==> src/rtl/ca_row_engine_pkg.sv <==
// Shared types and bank address helpers for the cellular-automaton row engine.
package ca_row_engine_pkg;

    typedef enum logic [1:0] {
        ST_IDLE = 2'd0,
        ST_GEN  = 2'd1,
        ST_GAP  = 2'd2,
        ST_FIN  = 2'd3
    } state_t;

    // Run configuration captured when a run is accepted.
    typedef struct packed {
        logic [7:0] rule;
        logic       wrap;
        logic       bnd;
    } cfg_t;

    function automatic int unsigned bank_a_base();
        return 0;
    endfunction

    function automatic int unsigned bank_b_base(input int unsigned words);
        return words;
    endfunction

    // sel=0 selects bank A, sel=1 selects bank B.
    function automatic int unsigned bank_base(input logic sel, input int unsigned words);
        return sel ? bank_b_base(words) : bank_a_base();
    endfunction

endpackage

==> src/rtl/ca_row_engine_comb_ca.sv <==
// Combinational elementary-CA update of one word given its outer neighbour cells.
module comb_ca #(
    parameter int unsigned WIDTH = 16
) (
    input  logic [7:0]       rule,
    input  logic [WIDTH-1:0] cur,
    input  logic             left,
    input  logic             right,
    output logic [WIDTH-1:0] nxt_c
);

    logic [WIDTH+1:0] ext;

    assign ext = {left, cur, right};

    // Cell i sees {left, self, right} = ext[i+2:i].
    always_comb begin
        nxt_c = '0;
        for (int i = 0; i < int'(WIDTH); i++) begin
            nxt_c[i] = rule[{ext[i+2], ext[i+1], ext[i]}];
        end
    end

endmodule

==> src/rtl/ca_row_engine.sv <==
// Streams one CA row per generation between two memory banks, ping-ponging the direction.
module ca_row_engine
    import ca_row_engine_pkg::*;
#(
    parameter int unsigned WIDTH = 16,
    parameter int unsigned WORDS = 80,
    parameter int unsigned AW    = 8
) (
    input  logic             clk,
    input  logic             rst,
    input  logic             start,
    input  logic             direction,
    input  logic [7:0]       rule,
    input  logic             wrap,
    input  logic             bnd,
    input  logic [7:0]       gens,
    output logic             busy,
    output logic             done,
    output logic             read,
    output logic [AW-1:0]    raddr,
    input  logic [WIDTH-1:0] rdata,
    output logic             write,
    output logic [AW-1:0]    waddr,
    output logic [WIDTH-1:0] wdata
);

    localparam int unsigned CW   = $clog2(WORDS + 4);
    localparam int unsigned LAST = WORDS + 3;

    state_t            state_q, state_d;
    logic [CW-1:0]     cnt_q, cnt_d;
    logic              dir_q, dir_d;
    logic [7:0]        rem_q, rem_d;
    cfg_t              cfg_q, cfg_d;

    logic              busy_d, done_d, read_d, write_d;
    logic [AW-1:0]     raddr_d, waddr_d;
    int unsigned       ridx, widx;

    logic              rvalid_q;
    logic [WIDTH-1:0]  nxt_q, cur_q;
    logic              prv_lsb_q;
    logic              left_c, right_c;

    always_ff @(posedge clk or posedge rst) begin
        if (rst) begin
            state_q <= ST_IDLE;
            cnt_q   <= '0;
            dir_q   <= 1'b0;
            rem_q   <= '0;
            cfg_q   <= '0;
            busy    <= 1'b0;
            done    <= 1'b0;
            read    <= 1'b0;
            write   <= 1'b0;
            raddr   <= '0;
            waddr   <= '0;
        end else begin
            state_q <= state_d;
            cnt_q   <= cnt_d;
            dir_q   <= dir_d;
            rem_q   <= rem_d;
            cfg_q   <= cfg_d;
            busy    <= busy_d;
            done    <= done_d;
            read    <= read_d;
            write   <= write_d;
            raddr   <= raddr_d;
            waddr   <= waddr_d;
        end
    end

    // Next state, then registered strobes/addresses decoded from the next state.
    always_comb begin
        state_d = state_q;
        cnt_d   = cnt_q;
        dir_d   = dir_q;
        rem_d   = rem_q;
        cfg_d   = cfg_q;

        case (state_q)
            ST_IDLE: begin
                if (start) begin
                    state_d    = ST_GEN;
                    cnt_d      = '0;
                    dir_d      = direction;
                    rem_d      = (gens == 8'd0) ? 8'd0 : gens - 8'd1;
                    cfg_d.rule = rule;
                    cfg_d.wrap = wrap;
                    cfg_d.bnd  = bnd;
                end
            end
            ST_GEN: begin
                if (cnt_q == CW'(LAST)) begin
                    cnt_d = '0;
                    if (rem_q != 8'd0) begin
                        state_d = ST_GAP;
                        rem_d   = rem_q - 8'd1;
                    end else begin
                        state_d = ST_FIN;
                    end
                end else begin
                    cnt_d = cnt_q + CW'(1);
                end
            end
            ST_GAP: begin
                state_d = ST_GEN;
                cnt_d   = '0;
                dir_d   = ~dir_q;
            end
            ST_FIN:  state_d = ST_IDLE;
            default: state_d = ST_IDLE;
        endcase

        busy_d  = (state_d == ST_GEN) || (state_d == ST_GAP);
        done_d  = (state_d == ST_FIN);
        read_d  = (state_d == ST_GEN) && (cnt_d <= CW'(WORDS + 1));
        write_d = (state_d == ST_GEN) && (cnt_d >= CW'(4));

        // Reads run WORDS-1, 0..WORDS-1, 0 so both wrap neighbours are fetched.
        if (cnt_d == '0) begin
            ridx = WORDS - 1;
        end else if (cnt_d == CW'(WORDS + 1)) begin
            ridx = 0;
        end else begin
            ridx = 32'(cnt_d) - 32'd1;
        end
        widx = 32'(cnt_d) - 32'd4;

        raddr_d = read_d  ? AW'(bank_base(dir_d, WORDS) + ridx)  : '0;
        waddr_d = write_d ? AW'(bank_base(~dir_d, WORDS) + widx) : '0;
    end

    // Word pipeline: next <- rdata, current <- next, keep the previous word's LSB.
    always_ff @(posedge clk or posedge rst) begin
        if (rst) begin
            rvalid_q  <= 1'b0;
            nxt_q     <= '0;
            cur_q     <= '0;
            prv_lsb_q <= 1'b0;
        end else begin
            rvalid_q <= read;
            if (rvalid_q) begin
                nxt_q     <= rdata;
                cur_q     <= nxt_q;
                prv_lsb_q <= cur_q[0];
            end
        end
    end

    // Fixed boundary replaces the row ends: first write (word 0) and last write (word WORDS-1).
    assign left_c  = (!cfg_q.wrap && cnt_q == CW'(4))    ? cfg_q.bnd : prv_lsb_q;
    assign right_c = (!cfg_q.wrap && cnt_q == CW'(LAST)) ? cfg_q.bnd : nxt_q[WIDTH-1];

    comb_ca #(
        .WIDTH(WIDTH)
    ) u_comb_ca (
        .rule  (cfg_q.rule),
        .cur   (cur_q),
        .left  (left_c),
        .right (right_c),
        .nxt_c (wdata)
    );

endmodule

==> config.mk <==
export PLATFORM = sky130hd
export DESIGN_NAME = ca_row_engine
export DESIGN_NICKNAME = d
export VERILOG_FILES = /design/src/rtl/ca_row_engine_pkg.sv /design/src/rtl/ca_row_engine_comb_ca.sv /design/src/rtl/ca_row_engine.sv
export SDC_FILE = /design/constraint.sdc
export NUM_CORES = 1
export LEC_CHECK = 0
export ABC_AREA = 1
export CORE_ASPECT_RATIO = 0.8
export CORE_MARGIN = 2
export CORE_UTILIZATION = 49
export DETAILED_ROUTE_END_ITERATION = 8
export GPL_TIMING_DRIVEN = 0
export HOLD_SLACK_MARGIN = 0.15
export PLACE_DENSITY_LB_ADDON = 0.05
export SLEW_MARGIN = 15
export SYNTH_ARGS = -nofsm -noshare
export SYNTH_HDL_FRONTEND = slang
export SYNTH_SLANG_ARGS = --single-unit
==> constraint.sdc <==
create_clock -name clk -period 2.85 [get_ports clk]
set_input_delay 0.285 -clock clk [delete_from_list [all_inputs] [get_ports clk]]
set_output_delay 0.285 -clock clk [all_outputs]
set_load 0.02 [all_outputs]
==> out/results.tsv, run 1 <==
stage	metric	value	unit
synth	ys_seq_elements	82	
detailed_routing	wl_per_cell	15.7	µm
worst_setup_path	slowest_stage	dfrtp_1	
clocking	cts_tree	done	
detailed_routing	drt_iter0_drc	395	
floorplan	core.rowCount	32	
floorplan	die_area	0.0108	mm²
timing	hold_viol_final	0	
synth	ys.flop_type	dfrtp_1	
status	violations	setup timing	
synth	synth_compound_area_share	19.8	%
worst_setup_path	path_max_fanout	5	
synth	synth-edff-count	0	
clocking	clock-root-buffer	clkbuf_16	
finish	multi_input_area	0.00252	mm²
worst_setup_path	arrival	3.08	ns
worst_setup_path	critPathKind	flip-flop to flip-flop	
synth	syn_nets	660	
timing	slew_violations	0	
clocking	cts-buffers-inserted	9	
timing	finalSetupViolCount	1	
detailed_routing	drc	0	
grt	grt_max_degree	58	
placement	dp_hpwl	9.26	mm
grt	gr-usage-all-layers	25.6	%
grt	grt_pass1_vias	4516	
clocking	clk_pin_slew	0.06	ns
worst_setup_path	end_kind	flip-flop	
pwr	vdd_drop_max	0.941	mV
timing	worst_slew_pin_slew	0.558	ns
timing	clock_skew	0.00701	ns
synth	seq_area_frac_synth	41.8	%
finish	area_delta_synth_final	27.9	%
clocking	clockBufferDepth	2	
clocking	clock_sink_count	82	
pwr	power.total	8.46	mW
detailed_routing	finalWirelength	13.1	mm
worst_setup_path	path_cells	ha_4, inv_1, nor2_1, nand3_2, nand2_1, nand2_1, o21ai_4, ha_2, nand2_1, nor3_2, xor2_1, o21ai_0, ha_1, nand2_1, inv_1, nand4_1, a21oi_1, nor2_2	
finish	seqCellArea	0.00205	mm²
synth	synthAdderAreaFrac	5.25	%
synth	syn_area	0.00491	mm²
timing	rsz0062_at_grt	true	
finish	final_nets	752	
worst_setup_path	crit_path_frequent_cell	nand2_1	
hold_path	hp-class	input pin to asynchronous set/reset pin	
finish	antennaDiodeCount	0	
synth	yosysWarnings	0	
synth	synth_top_family_by_area	compound AO/OA/AOI/OAI gates	
clocking	htreeDepth	3	
floorplan	die_h	93.5	µm
detailed_routing	dr.pass1.iters	5	
clocking	insertion_delay	0.34	ns
grt	grt_pass1_wl	21.7	mm
detailed_routing	avgViaCountPerCell	5.62	
synth	netlist_instances	602	
worst_setup_path	cp_slowest_stage_delay	0.42	ns
worst_setup_path	start_kind	flip-flop	
finish	n_fill_cell	801	
pwr	cellPowerDensity	1350	mW/mm²
timing	setup_ws	-0.00528	ns
floorplan	die_x	116	µm
detailed_routing	postRouteAntennaNets	0	
placement	gp_congestion	0.849	
timing	period_needed	2.86	ns
finish	drive_above_1_share	12.3	%
synth	synth_simple_gate_area_share	18.6	%
synth	async_reset_ff_share	100	%
placement	port_buffers	73	
synth	muxShareOfSynthArea	4.08	%
synth	ys_types	43	
timing	fmax	0.350	GHz
synth	synth_xor_area_share	2.14	%
grt	antenna_found_initial	0	
pwr	leakage	2.86	nW
flow_run	max-cap-violations	0	
detailed_routing	vias	4694	
grt	grt_overflow	0	
worst_setup_path	critical_path_required	3.08	ns
floorplan	core	0.00969	mm²
status	status	finished with violations	
floorplan	start_util	50.6	%
timing	relSlewSlack	62.8	%
finish	utilization	64.8	%
synth	syn_avg_cell_area	8.15	µm²
finish	finalNonFillerCells	835	
placement	placed_cells	812	
timing	period_share	100	%
floorplan	io_pins	74	
==> power by group <==
part | switching (mW) | internal, mW | total, mW
Clock | 0.474 | 0.682 | 1.16
Sequential | 0.405 | 1.68 | 2.09
Combinational | 3.11 | 2.11 | 5.22
==> critical path: cells and delay by family, from the launching register on <==
| family | cells | cell delay, ns |
|---|---|---|
| AOI/OAI and AO/OA | 3 | 0.38 |
| adders and majority gates | 3 | 0.72 |
| DFF | 1 | 0.42 |
| buffers and inverters | 2 | 0.09 |
| xor gates and xnor gates | 1 | 0.16 |
| and+or+nand+nor | 9 | 0.99 |
==> state kept, by name, summed over array words and instances, names as in the netlist, 2 cells and up <==
register and count:
cnt_q 7, raddr 8, cur_q 16, rem_q 8, cfg_q 10, state_q 2
nxt_q 16, waddr 8
==> through the flow <==
stage          setup slack [ns]  hold WS (ns)  instance area, µm²  setup TNS (ns)
6_report               -0.00528         0.275                6280        -0.00528
3_5_place_dp             -0.622         0.377                5840           -2.15
5_1_grt                  -0.220         0.312                6280          -0.389
2_1_floorplan             0.128         0.395                4910               0
4_1_cts                 0.00259         0.282                6210               0
3_3_place_gp             -0.876         0.391                5810          -73.19
==> cells by family (layout without fill, tap and decap cells) <==
logic type	count (synthesis)	count (layout)
flip-flops	82	82
multiplexers	18	18
XOR/XNOR	12	12
AND/OR/NAND/NOR	205	205
adder cells (fa/ha/maj)	20	20
AO/OA/AOI/OAI	157	157
buffers and inverters	108	205
==> layout make-up <==
type / count / share of cell area, %
buffer: 19 / 1.18
clock buffer: 10 / 3.65
clock inverter: 6 / 1.06
inverter: 86 / 5.26
multi-input combinational: 412 / 40.1
sequential: 82 / 32.7
tap: 136 / 2.71
timing repair buffer: 84 / 13.3
==> final timing paths <==
kind / from / to / slack, ns / cells after the start
worst max-delay path: cnt_q[0]$_DFF_PP0_ / raddr[7]$_DFF_PP0_ / -0.005 / 18
worst min-delay path: rst / nxt_q[5]$_DFFE_PP0P_ / 0.27 / 2
worst max register to register: cnt_q[0]$_DFF_PP0_ / raddr[7]$_DFF_PP0_ / -0.005 / 18
worst min register to register: read$_DFF_PP0_ / rvalid_q$_DFF_PP0_ / 0.39 / 0
max in group asynchronous: rst / cfg_q[4]$_DFFE_PP0P_ / 1.97 / 3
min in group clk: read$_DFF_PP0_ / rvalid_q$_DFF_PP0_ / 0.39 / 0
==> placed cells by master (no fill, tap or decap), types with 3 or more instances in the layout <==
cell / netlist / final
inv_2: 6 / 11
o211ai_1: 38 / 38
nand2_2: 7 / 5
nand4_1: 8 / 8
o21ai_1: 3 / 3
o22ai_1: 5 / 5
mux2_2: 16 / 16
dfrtp_1: 82 / 81
a22oi_1: 4 / 3
a31oi_1: 14 / 14
o21ai_0: 40 / 40
buf_4: 0 / 10
a221oi_1: 6 / 6
inv_1: 76 / 70
clkinv_2: 0 / 3
nor2_2: 2 / 4
nand3_1: 18 / 17
nand2_4: 1 / 3
nor2_1: 49 / 47
clkbuf_1: 19 / 16
xor2_1: 10 / 10
nor3_1: 4 / 3
ha_1: 19 / 16
clkdlybuf4s50_1: 0 / 71
nand2_1: 102 / 102
and3_1: 7 / 7
a21oi_1: 37 / 37
clkbuf_16: 0 / 9
nor2_4: 3 / 3
==> synthesized netlist by cell type (all sizes together), types with 2 or more instances <==
cell    count  area, µm²
a21oi      38        194
mux2       16        180
clkinv      4       15.0
a22oi       4       30.0
nor2       54        230
buf         3       12.5
a221oi      6       52.6
inv        82        308
and3        7       43.8
ha         19        238
xor2       10       87.6
o21ai      45        233
nor3        4       20.0
clkbuf     19       71.3
o211ai     38        285
nand2     110        438
nand4       8       50.1
xnor2       2       17.5
o31ai       2       15.0
mux2i       2       20.0
dfrtp      82       2050
nand3      19        100
o22ai       5       31.3
a31oi      14       87.6
==> timing repair <==
item	4_1_cts	5_1_grt
resized for setup	12	14
buffers inserted	5	5
gates cloned	0	0
hold buffers	0	0
endpoints found under the hold margin	0	0
pin swaps	1	1
setup endpoints to repair	13	17
==> layer usage <==
layer	track usage (%)	vias to the layer above	wire length (µm)
met3	7.19	28	1220
li1	-	2233	-
met1	36.4	2214	5930
met2	37.6	219	5680
met5	0	-	0
met4	8.63	0	264
Note: power is estimated with default switching activity, not from simulation.
==> run 2, diff against run 1 <==
ABC_AREA = unset   (was 1)
CORE_MARGIN = unset   (was 2)
CORE_UTILIZATION = 50   (was 49)
clock period = 2.8 ns   (was 2.85 ns; I/O delays follow)
==> out/results.tsv, run 2 <==
stage	metric	value	unit
status	status	finished with violations	
status	violations	setup timing	
floorplan	io_pins	74	
detailed_routing	wl_met2	5.39	mm
placement	dp_hpwl	8.17	mm
timing	whs	0.220	ns
synth	ys.flop_type	dfrtp_1	
pwr	cellPowerDensity	1340	mW/mm²
clocking	holdBufCountCts	0	
timing	rsz0062_at_grt	true	
worst_setup_path	arrival	3.06	ns
timing	hold_viol_final	0	
finish	final_common_cell	dfrtp_1	
timing	period_share	101	%
synth	syn_avg_cell_area	11.7	µm²
pwr	power.total	8.97	mW
placement	gp_congestion	0.857	
floorplan	die_area	0.0106	mm²
floorplan	die_x	115	µm
synth	synth.most_common_cell	dfrtp_1	
worst_setup_path	crit_buf_inv	1	
floorplan	die_h	92.3	µm
worst_setup_path	cp_slowest_stage_delay	0.44	ns
clocking	clock_sink_count	82	
detailed_routing	wl_per_cell	17.6	µm
detailed_routing	drt_iter0_drc	210	
grt	grt_pass1_vias	3752	
detailed_routing	met1Wirelength	5.55	mm
finish	top_regs	cur_q: 16 flops, nxt_q: 16 flops, cfg_q: 10 flops	
finish	n_fill_cell	776	
worst_setup_path	crit_path_frequent_cell	ha_4	
clocking	clockBufferDepth	2	
worst_setup_path	path_max_fanout	10	
timing	clock_skew	0.00505	ns
finish	final_nets	602	
timing	fmax	0.354	GHz
placement	port_buffers	73	
floorplan	start_util	52.1	%
grt	gr-usage-all-layers	24.0	%
floorplan	core.rowCount	32	
detailed_routing	dr.pass1.iters	5	
detailed_routing	drc	0	
worst_setup_path	reg2reg_depth	11	
worst_setup_path	path_cells	clkbuf_8, mux2_4, a22oi_2, ha_2, nand3_2, or3_4, and3_4, ha_4, ha_4, xnor2_2, nor2_1	
grt	grt_pass1_wl	19.1	mm
worst_setup_path	end_kind	flip-flop	
placement	placed_cells	644	
synth	synth.top_cell.area_share	40.3	%
finish	drive_above_1_share	34.8	%
synth	ys_seq_elements	82	
finish	finalNonFillerCells	685	
timing	period_needed	2.83	ns
clocking	htreeDepth	3	
synth	yosysWarnings	0	
synth	seq_area_frac_synth	40.3	%
detailed_routing	postRouteAntennaNets	0	
floorplan	core	0.00977	mm²
synth	netlist_instances	434	
detailed_routing	avgViaCountPerCell	5.68	
worst_setup_path	r2r_setup_slack	-0.03	ns
timing	setup_ws	-0.0280	ns
flow_run	max-cap-violations	0	
finish	layout_common_cells	79 x dfrtp_1, 70 x clkdlybuf4s50_1, 59 x mux2_2	
timing	tns	-0.0320	ns
grt	grt_overflow	0	
clocking	clock-root-buffer	clkbuf_16	
detailed_routing	dr_wl_met3	872	µm
grt	antenna_found_initial	0	
timing	relSlewSlack	49.5	%
clocking	insertion_delay	0.35	ns
synth	syn_area	0.00509	mm²
clocking	cts_tree	done	
timing	slew_violations	0	
pwr	leakage	2.72	nW
worst_setup_path	critPathKind	flip-flop to flip-flop	
detailed_routing	finalWirelength	12.1	mm
worst_setup_path	slowest_stage	dfrtp_2	
detailed_routing	vias	3894	
detailed_routing	dr.max_layer_used	met4	
hold_path	hp-class	input pin to asynchronous set/reset pin	
worst_setup_path	worst_path_dominant_cell_family	simple AND/OR/NAND/NOR gates	
worst_setup_path	timing.rr.start	state_q[1]$_DFF_PP0_	
finish	area_delta_synth_final	31.7	%
timing	finalSetupViolCount	2	
worst_setup_path	start_kind	flip-flop	
placement	pre_cts_slack	-0.670	ns
synth	yosys.area.top_type	dfrtp_1	
synth	yosys-top-cells-area	dfrtp_1 40%, mux4_2 14%, mux2_2 13%	
grt	grt_max_degree	64	
synth	synth-edff-count	0	
pwr	vdd_drop_max	0.901	mV
synth	syn_nets	492	
worst_setup_path	reg2reg_to	raddr[6]$_DFF_PP0_	
synth	ys_types	59	
clocking	cts-buffers-inserted	9	
clocking	clk_pin_slew	0.07	ns
synth	async_reset_ff_share	100	%
timing	worst_slew_pin_slew	0.752	ns
finish	antennaDiodeCount	0	
synth	synth_common_cells	82 x dfrtp_1, 60 x mux2_2, 32 x mux4_2	
worst_setup_path	critical_path_required	3.03	ns
-- run 2: cell types whose count changed in the layout (fill, tap and decap cells not counted), moves of 12 or more --
cell and change:
o211ai_1 -37, nand2_1 -85, mux4_2 +32, buf_4 +18, mux2_2 +43, o21ai_0 -24
inv_1 -48, a21oi_1 -23, nor2_1 -20, a31oi_1 -12
-- run 2: worst max-delay path by stage --
stage	from	to	slack (ns)	cells after the start
final	state_q[1]$_DFF_PP0_	raddr[6]$_DFF_PP0_	-0.03	11
after global routing	cnt_q[0]$_DFF_PP0_	raddr[7]$_DFF_PP0_	-0.14	12
after CTS	state_q[0]$_DFF_PP0_	raddr[6]$_DFF_PP0_	-0.03	12
after detailed placement	start	raddr[6]$_DFF_PP0_	-0.67	12
after global placement	rst	cfg_q[6]$_DFFE_PP0P_	-0.84	2
after floorplan	cnt_q[1]$_DFF_PP0_	raddr[6]$_DFF_PP0_	0.04	12
-- run 2: per-stage QoR --
| stage | instance area (µm²) | util, % |
|---|---|---|
| floorplan | 5090 | - |
| global placement | 6000 | 61.4 |
| detailed placement | 6030 | 61.7 |
| CTS | 6490 | 66.4 |
| global route | 6700 | 68.6 |
| finish | 6700 | 68.6 |
-- run 2: final cells by class --
class,count,area [µm²],area share (%)
Buffer,34,174,2.59
Clock buffer,9,225,3.36
Clock inverter,7,67.6,1.01
Inverter,28,110,1.64
Multi-Input combinational cell,288,2950,44.0
Sequential cell,82,2060,30.7
Tap cell,136,170,2.54
Timing Repair Buffer,101,953,14.2
-- run 2: cells by family after synthesis --
logic type               share of synthesized area (%)
AND/OR/NAND/NOR                                   10.3
AO/OA/AOI/OAI                                     8.41
multiplexers                                      28.6
buffers and inverters                             5.63
flip-flops                                        40.3
XOR/XNOR                                          1.72
adder cells (fa/ha/maj)                           5.06
-- run 2: power breakdown --
| group | switching [mW] | leakage (nW) | internal (mW) |
|---|---|---|---|
| combinational | 2.72 | 1.61 | 3.00 |
| sequential | 0.388 | 0.962 | 1.68 |
| clock | 0.548 | 0.143 | 0.629 |
| total | 3.65 | 2.72 | 5.31 |
-- run 2: worst register-to-register path, delay by kind of cell (launching register included) --
family | cells | cell delay (ns)
adder cells (fa/ha/maj) | 3 | 0.59
multiplexers | 1 | 0.34
AND/OR/NAND/NOR | 4 | 0.72
buffers and inverters | 1 | 0.18
AO/OA/AOI/OAI | 1 | 0.29
XOR/XNOR | 1 | 0.15
flip-flops | 1 | 0.44
-- run 2: what timing repair did --
item,4_1_cts,5_1_grt
buffers inserted,13,14
pin swaps,6,19
setup endpoints to repair,8,15
gates resized for setup,20,30
endpoints found under the hold margin,0,0
-- run 2: metal layers --
metal	vias up	track usage, %
li1	1812	-
met1	1898	35.0
met2	157	34.8
met3	27	5.35
met4	0	9.31
met5	-	0
==> run 3, diff against run 2 <==
SLEW_MARGIN = 20   (was 15)
==> out/results.tsv, run 3 (synthesis gave the netlist of run 2 again) <==
stage	metric	value	unit
status	status	finished with violations	
status	violations	setup timing	
finish	n_fill_cell	747	
floorplan	die_h	92.3	µm
finish	layout_common_cells	79 x dfrtp_1, 70 x clkdlybuf4s50_1, 59 x mux2_2	
worst_setup_path	start_kind	flip-flop	
grt	gr-usage-met1	36.2	%
clocking	cts-buffers-inserted	9	
finish	seqCellArea	0.00206	mm²
grt	gr-usage-all-layers	24.2	%
worst_setup_path	path_max_fanout	4	
worst_setup_path	end_kind	flip-flop	
timing	period_needed	2.89	ns
grt	grt_use_met2	36.0	%
flow_run	max-cap-violations	0	
floorplan	die_x	115	µm
placement	port_buffers	73	
pwr	leakage	2.75	nW
detailed_routing	drt_iter0_drc	246	
detailed_routing	dr.pass1.iters	5	
timing	clock_skew	0.00335	ns
timing	hold_viol_final	0	
clocking	clk_pin_slew	0.07	ns
clocking	htreeDepth	3	
detailed_routing	postRouteAntennaNets	0	
timing	relSlewSlack	59.8	%
timing	fmax	0.346	GHz
grt	grt_max_degree	59	
hold_path	hp-class	input pin to asynchronous set/reset pin	
detailed_routing	wl_per_cell	18.0	µm
detailed_routing	finalWirelength	12.4	mm
floorplan	io_pins	74	
clocking	insertion_delay	0.34	ns
timing	worst_slew_pin_slew	0.604	ns
detailed_routing	drc	0	
timing	whs	0.255	ns
timing	period_share	103	%
pwr	cellPowerDensity	1330	mW/mm²
grt	antenna_found_initial	0	
clocking	clock_sink_count	82	
placement	pre_cts_slack	-0.650	ns
finish	final_common_cell	dfrtp_1	
placement	dp_hpwl	8.18	mm
finish	multi_input_area	0.00295	mm²
placement	placed_cells	644	
finish	area_delta_synth_final	33.2	%
grt	met3_usage	5.42	%
grt	grt_pass1_vias	3828	
grt	grt_pass1_wl	19.5	mm
timing	finalSetupViolCount	3	
floorplan	die_area	0.0106	mm²
detailed_routing	avgViaCountPerCell	5.82	
timing	slew_violations	0	
finish	top_regs	cur_q: 16 flops, nxt_q: 16 flops, cfg_q: 10 flops	
worst_setup_path	critPathKind	flip-flop to flip-flop	
worst_setup_path	critical_path_required	3.02	ns
placement	gp_congestion	0.857	
pwr	vdd_drop_max	1.12	mV
clocking	clock-root-buffer	clkbuf_16	
clocking	clockBufferDepth	2	
timing	rsz0062_at_grt	true	
finish	drive_above_1_share	35.0	%
timing	setup_ws	-0.0885	ns
finish	finalNonFillerCells	688	
clocking	cts_tree	done	
finish	antennaDiodeCount	0	
grt	grt_overflow	0	
floorplan	core	0.00977	mm²
finish	final_nets	605	
detailed_routing	vias	4001	
worst_setup_path	arrival	3.11	ns
grt	busiest_layer	met1	
floorplan	core.rowCount	32	
floorplan	start_util	52.1	%
==> run 3: layout make-up <==
type	instances	area share, %
plain buffers	33	2.64
clock buffers	9	3.32
clock inverters	7	1.20
inverters	28	1.62
multi-input cells	288	43.6
flip-flops and latches	82	30.3
well taps	136	2.51
repair buffers	105	14.8
==> run 3: final timing paths <==
check | endpoint | cells past startpoint | start | slack (ns)
worst max-delay path | raddr[6]$_DFF_PP0_ | 13 | cnt_q[1]$_DFF_PP0_ | -0.09
worst min-delay path | nxt_q[9]$_DFFE_PP0P_ | 2 | rst | 0.26
worst max register to register | raddr[6]$_DFF_PP0_ | 13 | cnt_q[1]$_DFF_PP0_ | -0.09
worst min register to register | rvalid_q$_DFF_PP0_ | 0 | read$_DFF_PP0_ | 0.39
max in group asynchronous | state_q[1]$_DFF_PP0_ | 3 | rst | 1.94
min in group clk | rvalid_q$_DFF_PP0_ | 0 | read$_DFF_PP0_ | 0.39
==> run 3: critical path, stage by stage (launching register included) <==
cell and delay [ns]:
dfrtp_2 0.42, ha_4 0.16, and4b_2 0.30, a21oi_4 0.09, a22oi_2 0.32, buf_6 0.18, ha_4 0.13, nand3_2 0.05
or3_4 0.39, and3_4 0.20, ha_4 0.17, ha_4 0.15, xnor2_1 0.15, nor2_1 0.05
==> run 3: stage by stage <==
stage | utilization [%] | TNS (ns) | total power [mW] | cell area (µm²)
6_report | 69.4 | -0.172 | 9.05 | 6780
5_1_grt | 69.4 | -0.637 | 9.66 | 6780
4_1_cts | 66.5 | -0.0311 | 8.53 | 6500
3_5_place_dp | 61.7 | -3.68 | 7.02 | 6030
3_3_place_gp | 61.4 | -72.02 | 6.91 | 6000
2_1_floorplan | - | 0 | 5.50 | 5090
==> run 3: what timing repair did <==
action                     CTS  global route
buffers inserted            13            18
cloned                       0             0
hold buffers                 0             0
pin swaps                    6            14
resized for setup           22            31
setup endpoints to repair    8            16
==> run 3: metal layers <==
metal | part of all wire [%] | vias to the layer above
li1 | - | 1820
met1 | 47 | 2036
met2 | 46 | 135
met3 | 6.1 | 10
met4 | 0.90 | 0
met5 | 0 | -
==> run 3: report_power, final <==
part           internal [mW]  switching, mW
clock network          0.705          0.526
registers               1.68          0.414
logic                   2.99           2.74
